File: src/rtl/side_buffer_reinject.sv
// Side buffer that holds flits diverted by the redirect stage and reinjects them
// into free output slots (priority N > S > E > W), with starvation escalation.
module side_buffer_reinject #(
    parameter int DEPTH      = 4,
    parameter int STARVE_LIM = 8
) (
    input  logic                     clk,
    input  logic                     rst_n,
    input  logic [10:0]              buffit,
    input  logic                     buffit_vld,
    input  logic [10:0]              nad_in,
    input  logic [10:0]              sad_in,
    input  logic [10:0]              ead_in,
    input  logic [10:0]              wad_in,
    input  logic                     nad_vld_in,
    input  logic                     sad_vld_in,
    input  logic                     ead_vld_in,
    input  logic                     wad_vld_in,
    output logic [10:0]              nad,
    output logic [10:0]              sad,
    output logic [10:0]              ead,
    output logic [10:0]              wad,
    output logic                     nad_vld,
    output logic                     sad_vld,
    output logic                     ead_vld,
    output logic                     wad_vld,
    output logic                     buf_full,
    output logic [$clog2(DEPTH):0]   buf_cnt,
    output logic                     force_redirect,
    output logic                     overflow
);

    localparam int FW    = 11;
    localparam int NSLOT = 4;
    localparam int AW    = $clog2(DEPTH);
    localparam int CW    = AW + 1;
    localparam int SW    = $clog2(STARVE_LIM + 1);

    // Slot index 0 is N, 1 is S, 2 is E, 3 is W; lower index wins a pop.
    logic [FW-1:0]    slot_in [NSLOT];
    logic [NSLOT-1:0] vld_in;

    assign slot_in[0] = nad_in;
    assign slot_in[1] = sad_in;
    assign slot_in[2] = ead_in;
    assign slot_in[3] = wad_in;
    assign vld_in     = {wad_vld_in, ead_vld_in, sad_vld_in, nad_vld_in};

    logic [FW-1:0]    mem_q [DEPTH];
    logic [AW-1:0]    rd_ptr_q, rd_ptr_d;
    logic [AW-1:0]    wr_ptr_q, wr_ptr_d;
    logic [CW-1:0]    cnt_q, cnt_d;
    logic [SW-1:0]    starve_q, starve_d;
    logic             full_q, full_d;
    logic             force_q, force_d;
    logic             ovf_q, ovf_d;
    logic [FW-1:0]    slot_q [NSLOT];
    logic [FW-1:0]    slot_d [NSLOT];
    logic [NSLOT-1:0] slot_vld_q, slot_vld_d;

    logic [NSLOT-1:0] free_slots;
    logic [NSLOT-1:0] pop_sel;
    logic             fifo_full;
    logic             pop;
    logic             push;
    logic             drop;
    logic [FW-1:0]    head;

    // Occupancy decisions use the registered count, so a flit written this
    // cycle can never be popped in the same cycle.
    always_comb begin
        free_slots = ~vld_in;
        pop_sel    = free_slots & (~free_slots + NSLOT'(1));
        fifo_full  = (cnt_q == CW'(DEPTH));
        pop        = (cnt_q != '0) && (|free_slots);
        push       = buffit_vld && (!fifo_full || pop);
        drop       = buffit_vld && fifo_full && !pop;
        head       = mem_q[rd_ptr_q];
    end

    always_comb begin
        rd_ptr_d = rd_ptr_q;
        wr_ptr_d = wr_ptr_q;
        cnt_d    = cnt_q;
        if (pop) begin
            rd_ptr_d = rd_ptr_q + AW'(1);
        end
        if (push) begin
            wr_ptr_d = wr_ptr_q + AW'(1);
        end
        cnt_d  = cnt_q + CW'(push) - CW'(pop);
        full_d = (cnt_d == CW'(DEPTH));
        ovf_d  = ovf_q | drop;
    end

    // Starvation only accumulates while flits wait and every slot is taken.
    always_comb begin
        starve_d = starve_q;
        if (pop || (cnt_q == '0)) begin
            starve_d = '0;
        end else if (starve_q != SW'(STARVE_LIM)) begin
            starve_d = starve_q + SW'(1);
        end
        force_d = (starve_d == SW'(STARVE_LIM));
    end

    always_comb begin
        for (int i = 0; i < NSLOT; i++) begin
            slot_d[i]     = slot_in[i];
            slot_vld_d[i] = vld_in[i];
            if (pop && pop_sel[i]) begin
                slot_d[i]     = head;
                slot_vld_d[i] = 1'b1;
            end
        end
    end

    // Storage array carries no reset; pointers and count define what is valid.
    always_ff @(posedge clk) begin
        if (rst_n && push) begin
            mem_q[wr_ptr_q] <= buffit;
        end
    end

    always_ff @(posedge clk) begin
        if (!rst_n) begin
            rd_ptr_q   <= '0;
            wr_ptr_q   <= '0;
            cnt_q      <= '0;
            starve_q   <= '0;
            full_q     <= 1'b0;
            force_q    <= 1'b0;
            ovf_q      <= 1'b0;
            slot_vld_q <= '0;
            for (int i = 0; i < NSLOT; i++) begin
                slot_q[i] <= '0;
            end
        end else begin
            rd_ptr_q   <= rd_ptr_d;
            wr_ptr_q   <= wr_ptr_d;
            cnt_q      <= cnt_d;
            starve_q   <= starve_d;
            full_q     <= full_d;
            force_q    <= force_d;
            ovf_q      <= ovf_d;
            slot_vld_q <= slot_vld_d;
            for (int i = 0; i < NSLOT; i++) begin
                slot_q[i] <= slot_d[i];
            end
        end
    end

    assign nad            = slot_q[0];
    assign sad            = slot_q[1];
    assign ead            = slot_q[2];
    assign wad            = slot_q[3];
    assign nad_vld        = slot_vld_q[0];
    assign sad_vld        = slot_vld_q[1];
    assign ead_vld        = slot_vld_q[2];
    assign wad_vld        = slot_vld_q[3];
    assign buf_full       = full_q;
    assign buf_cnt        = cnt_q;
    assign force_redirect = force_q;
    assign overflow       = ovf_q;

endmodule

File: config.mk
export PLATFORM = sky130hd
export DESIGN_NAME = side_buffer_reinject
export DESIGN_NICKNAME = d
export VERILOG_FILES = /design/src/rtl/side_buffer_reinject.sv
export SDC_FILE = /design/constraint.sdc
export NUM_CORES = 1
export LEC_CHECK = 0
export ABC_AREA = 1
export CAP_MARGIN = 0
export CORE_MARGIN = 2
export CORE_UTILIZATION = 44
export DETAILED_ROUTE_END_ITERATION = 8
export GPL_ROUTABILITY_DRIVEN = 0
export PLACE_DENSITY = 0.78
export SLEW_MARGIN = 15
export SYNTH_ARGS = -nofsm -noshare
export SYNTH_HDL_FRONTEND = slang
export SYNTH_SLANG_ARGS = --single-unit
File: constraint.sdc
create_clock -name clk -period 1.8 [get_ports clk]
set_input_delay 0.18 -clock clk [delete_from_list [all_inputs] [get_ports clk]]
set_output_delay 0.18 -clock clk [all_outputs]
set_load 0.01 [all_outputs]
==> flow_summary.yaml, run 1 <==
yosys:
  synth_cells: 573
  yosys_warnings: 0
  synthAdderAreaFrac: 0.02306
  synthesis.area_um2: 4666
  synth_xor_xnor_area_share: 0.005632
  synth-compound-area-share: 0.01073
  yosysSeqAreaShare: 0.5578
  avgSynthCellArea_um2: 8.143
  synth.distinct_cells: 25
  yosys.area_share.simple: 0.2851
  synth_top_family_by_area: "simple AND/OR/NAND/NOR gates"
  muxShareOfSynthArea: 0
  ys_ff_latch: 108
  synth_fp_nets: 643
global_route:
  grt_usage: 0.1881
  met3_usage: 0.03404
  busiest_layer: "met2"
  grt-ovfl-total: 0
  grt_pass1_vias: 3657
  grt_max_degree: 46
  antenna_found_initial: 0
  grt_pass1_wl_um: 16950
  grtUsageMet1: 0.2358
  use_met2: 0.3271
power_and_ir_drop:
  p_leak_nw: 2.992
  peakVddDrop_v: 0.0004711
  power_w: 0.006971
  power_density_nw_per_um2: 1112
hold_path:
  hold_path_class: "in -> reg"
  holdPathStages: 3
timing:
  period_minus_slack_ps: 1821
  timing.fmax_mhz: 549.1
  grt_setup_unrepaired: "true"
  holdWs_ps: 115.8
  final_hold_viol_count: 0
  fin_crit_sh: 1.012
  maxSlewHeadroom: 0.6944
  setup_viol: 1
  drv_slew: 0
  postLayoutSetupSlackWorst_ps: -21.10
  worst_slew_pin_slew_ps: 458.4
  skew_ps: 9.099
die:
  start_util: 0.4519
  core_um2: 10320
  die_x_um: 107.0
  rows: 37
  die-area_um2: 11440
  ios: 116
  die_h_um: 107.0
drt:
  drt_iter0_markers: 148
  vias: 3819
  drc_errors: 0
  wl_um: 10500
  viasPerCell: 4.536
  dr.pass1.iters: 4
  wl_per_cell_um: 12.47
  detail-route-antenna-nets: 0
finish:
  insertedDiodeCount: 0
  multi_input_area_um2: 1574
  nFillCells: 891
  ff_latch_area_um2: 2611
  nNetsFinal: 771
  syn2layout_area_growth_pct: 34.33
  post-route-util: 0.6071
  layout-drive-gt1-share: 0.09773
  fin_cells: 842
  fin_area_um2: 6267
outcome:
  violations: "setup timing"
  outcome: "complete, but fails checks"
placement:
  io_buffer_count: 115
  postPlaceCellArea_um2: 6045
  dp.cells: 825
  dp_hpwl_um: 7657
clock_tree:
  cts_root_buf: "clkbuf_8"
  clk_path_buf_depth: 2
  clock-sinks: 108
  clock_latency_ps: 360
  clkSlewWorstSetupHoldPaths_ps: 100
  numCtsBuffers: 9
  cts_tree: "built"
  cts_hold_buf: 0
  h-tree-depth: 3
worst_setup_path:
  crit_end: "buf_full$_SDFF_PN0_"
  reg2reg_depth: 11
  startpoint_type: "register"
  rr_endpoint: "buf_full$_SDFF_PN0_"
  startpoint: "buf_cnt[1]$_SDFF_PN0_"
  critPathKind: "reg -> reg"
  crit_required_ps: 2100
  worstSetupEndpointType: "register"
  cp.arrival_ps: 2120
  critPathMaxFanout: 3
  r2r_setup_slack_ps: -20
  r2r_start: "buf_cnt[1]$_SDFF_PN0_"
job:
  cap_violations: 0
stage by stage:
step                      worst slack, ps  setup TNS (ps)
after floorplan                    -119.0           -5313
after detailed placement           -495.0           -3694
after CTS                          -48.18          -48.18
after global routing               -115.7          -115.7
after global placement             -445.6           -1096
final                              -21.10          -21.10
cells in the mapped netlist:
master / n / area, um^2
o21ai_0: 2 / 10.01
nand3_4: 4 / 70.07
a21oi_1: 8 / 40.04
edfxtp_1: 44 / 1321
nor2_1: 104 / 390.4
nand2_1: 152 / 570.6
ha_1: 7 / 87.58
buf_6: 4 / 45.04
or2_2: 5 / 31.28
xor2_1: 2 / 17.52
clkinv_1: 1 / 3.750
nand3_1: 31 / 155.2
xnor2_1: 1 / 8.760
nand2_2: 4 / 25.02
or2_1: 8 / 50.05
dfxtp_1: 64 / 1281
nor2_2: 1 / 6.260
fa_1: 1 / 20.02
nand2_4: 1 / 11.26
inv_1: 106 / 397.9
clkbuf_1: 3 / 11.26
buf_2: 7 / 35.03
inv_2: 3 / 11.26
nor3_1: 4 / 20.02
buf_4: 6 / 45.04
metal layers:
| layer | part of all wire | wire (um) | up-vias |
|---|---|---|---|
| met4 | 0.015 | 155 | 0 |
| met5 | 0 | 0 | - |
| met3 | 0.065 | 680 | 13 |
| met1 | 0.44 | 4576 | 1736 |
| met2 | 0.48 | 5092 | 116 |
| li1 | - | - | 1954 |
repair_timing:
action | in CTS | in global routing
endpoints found under the setup margin | 2 | 3
resized for setup | 5 | 7
setup buffers | 1 | 0
pin swaps | 2 | 0
worst max-delay path, stage by stage (launching register included):
cell and delay [ps]:
dfxtp_4 370, inv_4 60, nand2_4 50, nor2_4 90, nand2_2 80, nand2_2 90
nand2_2 60, nand2_2 80, ha_4 120, fa_2 450, or2_4 230, nor2_1 80
final cells by class:
| class | instances | area share |
|---|---|---|
| Multi-Input combinational cell | 335 | 0.2511 |
| Inverter | 110 | 0.06628 |
| Tap cell | 136 | 0.02715 |
| Clock buffer | 9 | 0.01976 |
| Sequential cell | 108 | 0.4166 |
| Clock inverter | 7 | 0.006987 |
| Timing Repair Buffer | 137 | 0.2120 |
worst min path at each step:
| stage | start | endpoint | slack [ps] |
|---|---|---|---|
| CTS | rst_n | slot_q[3][1]$_SDFF_PN0_ | 110 |
| finish | nad_vld_in | slot_vld_q[0]$_SDFF_PN0_ | 120 |
| global placement | overflow$_SDFF_PN0_ | overflow$_SDFF_PN0_ | 440 |
| detailed placement | overflow$_SDFF_PN0_ | overflow$_SDFF_PN0_ | 450 |
| global route | rst_n | slot_q[3][1]$_SDFF_PN0_ | 120 |
| floorplan | buffit[0] | mem_q[0][0]$_DFFE_PP_ | 280 |
cells in the final DEF (no fill, tap or decap), types with 6 or more instances in the layout:
| master | netlist | layout |
|---|---|---|
| inv_1 | 106 | 106 |
| or2_1 | 8 | 8 |
| nand2_1 | 152 | 147 |
| dfxtp_1 | 64 | 61 |
| ha_1 | 7 | 6 |
| a21oi_1 | 8 | 8 |
| buf_4 | 6 | 21 |
| clkbuf_8 | 0 | 9 |
| nor2_1 | 104 | 102 |
| clkdlybuf4s50_1 | 0 | 112 |
| nand2_2 | 4 | 8 |
| edfxtp_1 | 44 | 44 |
| nand3_1 | 31 | 30 |
cell families (layout without fill, tap and decap cells):
family	after synthesis	in the layout
flops	108	108
simple gates	314	314
fa+ha+maj	8	8
xor+xnor	3	3
compound gates	10	10
buf+inv	130	263
sequential cells by signal, indices dropped and copies added, names as in the netlist, named ones only:
register / cells
force_redirect: 1
buf_full: 1
overflow: 1
rd_ptr_q: 2
slot_q: 44
starve_q: 4
wr_ptr_q: 2
buf_cnt: 3
slot_vld_q: 4
mem_q: 44
report_power, final:
| part | leakage (nW) | switching [W] | internal (W) | total (W) |
|---|---|---|---|---|
| logic | 1.98 | 0.00149 | 0.00119 | 0.00269 |
| registers | 0.933 | 0.000173 | 0.00283 | 0.00300 |
| clock network | 0.0826 | 0.000792 | 0.000495 | 0.00129 |
Note: power is estimated with default switching activity, not from simulation.
==> inputs of run 2 (changes only) <==
--- a/config.mk
+++ b/config.mk
@@ -7,7 +7,6 @@
 export LEC_CHECK = 0
 export ABC_AREA = 1
 export CAP_MARGIN = 0
-export CORE_MARGIN = 2
 export CORE_UTILIZATION = 44
 export DETAILED_ROUTE_END_ITERATION = 8
 export GPL_ROUTABILITY_DRIVEN = 0
==> run 2 against run 1 <==
  * The run still ends with setup timing left
  * Largest power group unchanged
  * Wire length increased by 3.9%
  * Sequential power about the same
  * Setup slack got worse by 43 ps
  * Die area decreased by 3.7%
  * Critical path depth unchanged
  * Highest routed layer unchanged
  * Combinational power increased by 8.2%
  * Clock skew increased by 3.1 ps
  * Hold slack improved by 85 ps
==> flow_summary.yaml, run 2 (synthesized netlist as in run 1, its figures left out) <==
outcome:
  outcome: "complete, but fails checks"
  violations: "setup timing"
timing:
  fin_crit_sh: 1.035
  finalSetupTns_ps: -97.97
  final_hold_viol_count: 0
  setup_viol: 2
  postLayoutSetupSlackWorst_ps: -63.78
  skew_ps: 12.22
  worst_slew_pin_slew_ps: 545.9
  drv_slew: 0
  holdWs_ps: 200.7
  maxSlewHeadroom: 0.6361
  timing.fmax_mhz: 536.5
  grt_setup_unrepaired: "true"
  period_minus_slack_ps: 1864
die:
  die_x_um: 105.0
  die_h_um: 105.0
  core_um2: 10320
  ios: 116
  rows: 37
  start_util: 0.4519
  die-area_um2: 11020
global_route:
  antenna_found_initial: 0
  grt_usage: 0.2010
  grt_pass1_vias: 3760
  grt_max_degree: 53
  grt_pass1_wl_um: 17410
  grt-ovfl-total: 0
finish:
  nNetsFinal: 779
  fin_area_um2: 6329
  layout-drive-gt1-share: 0.1120
  final_common_cell: "nand2_1"
  top_regs: "mem_q x44, slot_q x44"
  final_cell_mix: "nand2_1 (148), clkdlybuf4s50_1 (113), inv_1 (103)"
  syn2layout_area_growth_pct: 35.64
  insertedDiodeCount: 0
clock_tree:
  cts_root_buf: "clkbuf_8"
  clock-sinks: 108
  numCtsBuffers: 9
  clk_path_buf_depth: 2
  clock_latency_ps: 360
  cts_hold_buf: 0
  cts_tree: "built"
  clkSlewWorstSetupHoldPaths_ps: 100
  h-tree-depth: 3
worst_setup_path:
  reg2reg_depth: 11
  r2r_setup_slack_ps: -60
  startpoint_type: "register"
  worstSetupEndpointType: "register"
  cp.arrival_ps: 2180
  critPathMaxFanout: 3
  critPathKind: "reg -> reg"
  crit_required_ps: 2110
drt:
  wl_per_cell_um: 12.84
  drt_iter0_markers: 141
  wl_um: 10920
  viasPerCell: 4.622
  dr.pass1.iters: 5
  vias: 3929
  detail-route-antenna-nets: 0
  drc_errors: 0
hold_path:
  hold_path_class: "in -> reg"
  holdPathStages: 3
power_and_ir_drop:
  p_leak_nw: 2.999
  peakVddDrop_v: 0.0005449
  power_density_nw_per_um2: 1141
  power_w: 0.007220
placement:
  io_buffer_count: 115
  dp_hpwl_um: 7728
  postPlaceCellArea_um2: 6040
job:
  cap_violations: 0
[run 2: cell types whose count changed in the layout (fill, tap and decap cells not counted), moves of 2 or more]
cell,previous run,this run
clkinvlp_4,1,4
dlymetal6s2s_1,2,0
clkinv_2,2,0
inv_2,2,4
nand2_2,8,6
buf_4,21,30
inv_1,106,103
[run 2: stage by stage]
| step | std cells | worst slack (ps) | util |
|---|---|---|---|
| after detailed placement | 826 | -502.2 | 0.5850 |
| after global routing | 850 | -139.4 | 0.6130 |
| after global placement | 826 | -452.8 | 0.5850 |
| after CTS | 846 | -27.46 | 0.6067 |
| after floorplan | 573 | -119.0 | - |
| final | 850 | -63.78 | 0.6130 |
[run 2: area by class of cell]
cell class / instances / area, um^2
clock inverters: 6 / 42.54
clock buffers: 10 / 127.6
flip-flops and latches: 108 / 2614
repair buffers: 145 / 1370
inverters: 110 / 417.9
fillers: 845 / 3995
multi-input cells: 335 / 1587
well taps: 136 / 170.2
[run 2: worst paths after layout]
| kind | from | to |
|---|---|---|
| max reg2reg | buf_cnt[1]$_SDFF_PN0_ | buf_full$_SDFF_PN0_ |
| min | rst_n | slot_vld_q[1]$_SDFF_PN0_ |
| min reg2reg | overflow$_SDFF_PN0_ | overflow$_SDFF_PN0_ |
| max | buf_cnt[1]$_SDFF_PN0_ | buf_full$_SDFF_PN0_ |
[run 2: critical path: stages (launching register included)]
cell     delay (ps)
dfxtp_4         380
inv_4            60
nand2_4          50
nor2_4           90
nand2_2          80
nand2_2          80
nand2_2          60
nand2_1          70
ha_2            180
fa_2            440
or2_4           260
nor2_4           70
[run 2: repair_timing]
item,in CTS,in global routing
setup buffers,4,4
pin swaps,9,8
gates resized for setup,8,11
endpoints found under the setup margin,2,2
[run 2: per-layer routing]
layer / wire length, um / part of all wire / global-route usage
met3: 609 / 0.056 / 0.03868
met1: 4700 / 0.43 / 0.2486
met2: 5410 / 0.50 / 0.3491
met5: 0 / 0 / 0
met4: 196 / 0.018 / 0.07143
[run 2: report_power, final]
part	internal, W	switching, W
clock network	0.000501	0.000809
registers	0.00283	0.000174
logic	0.00130	0.00161
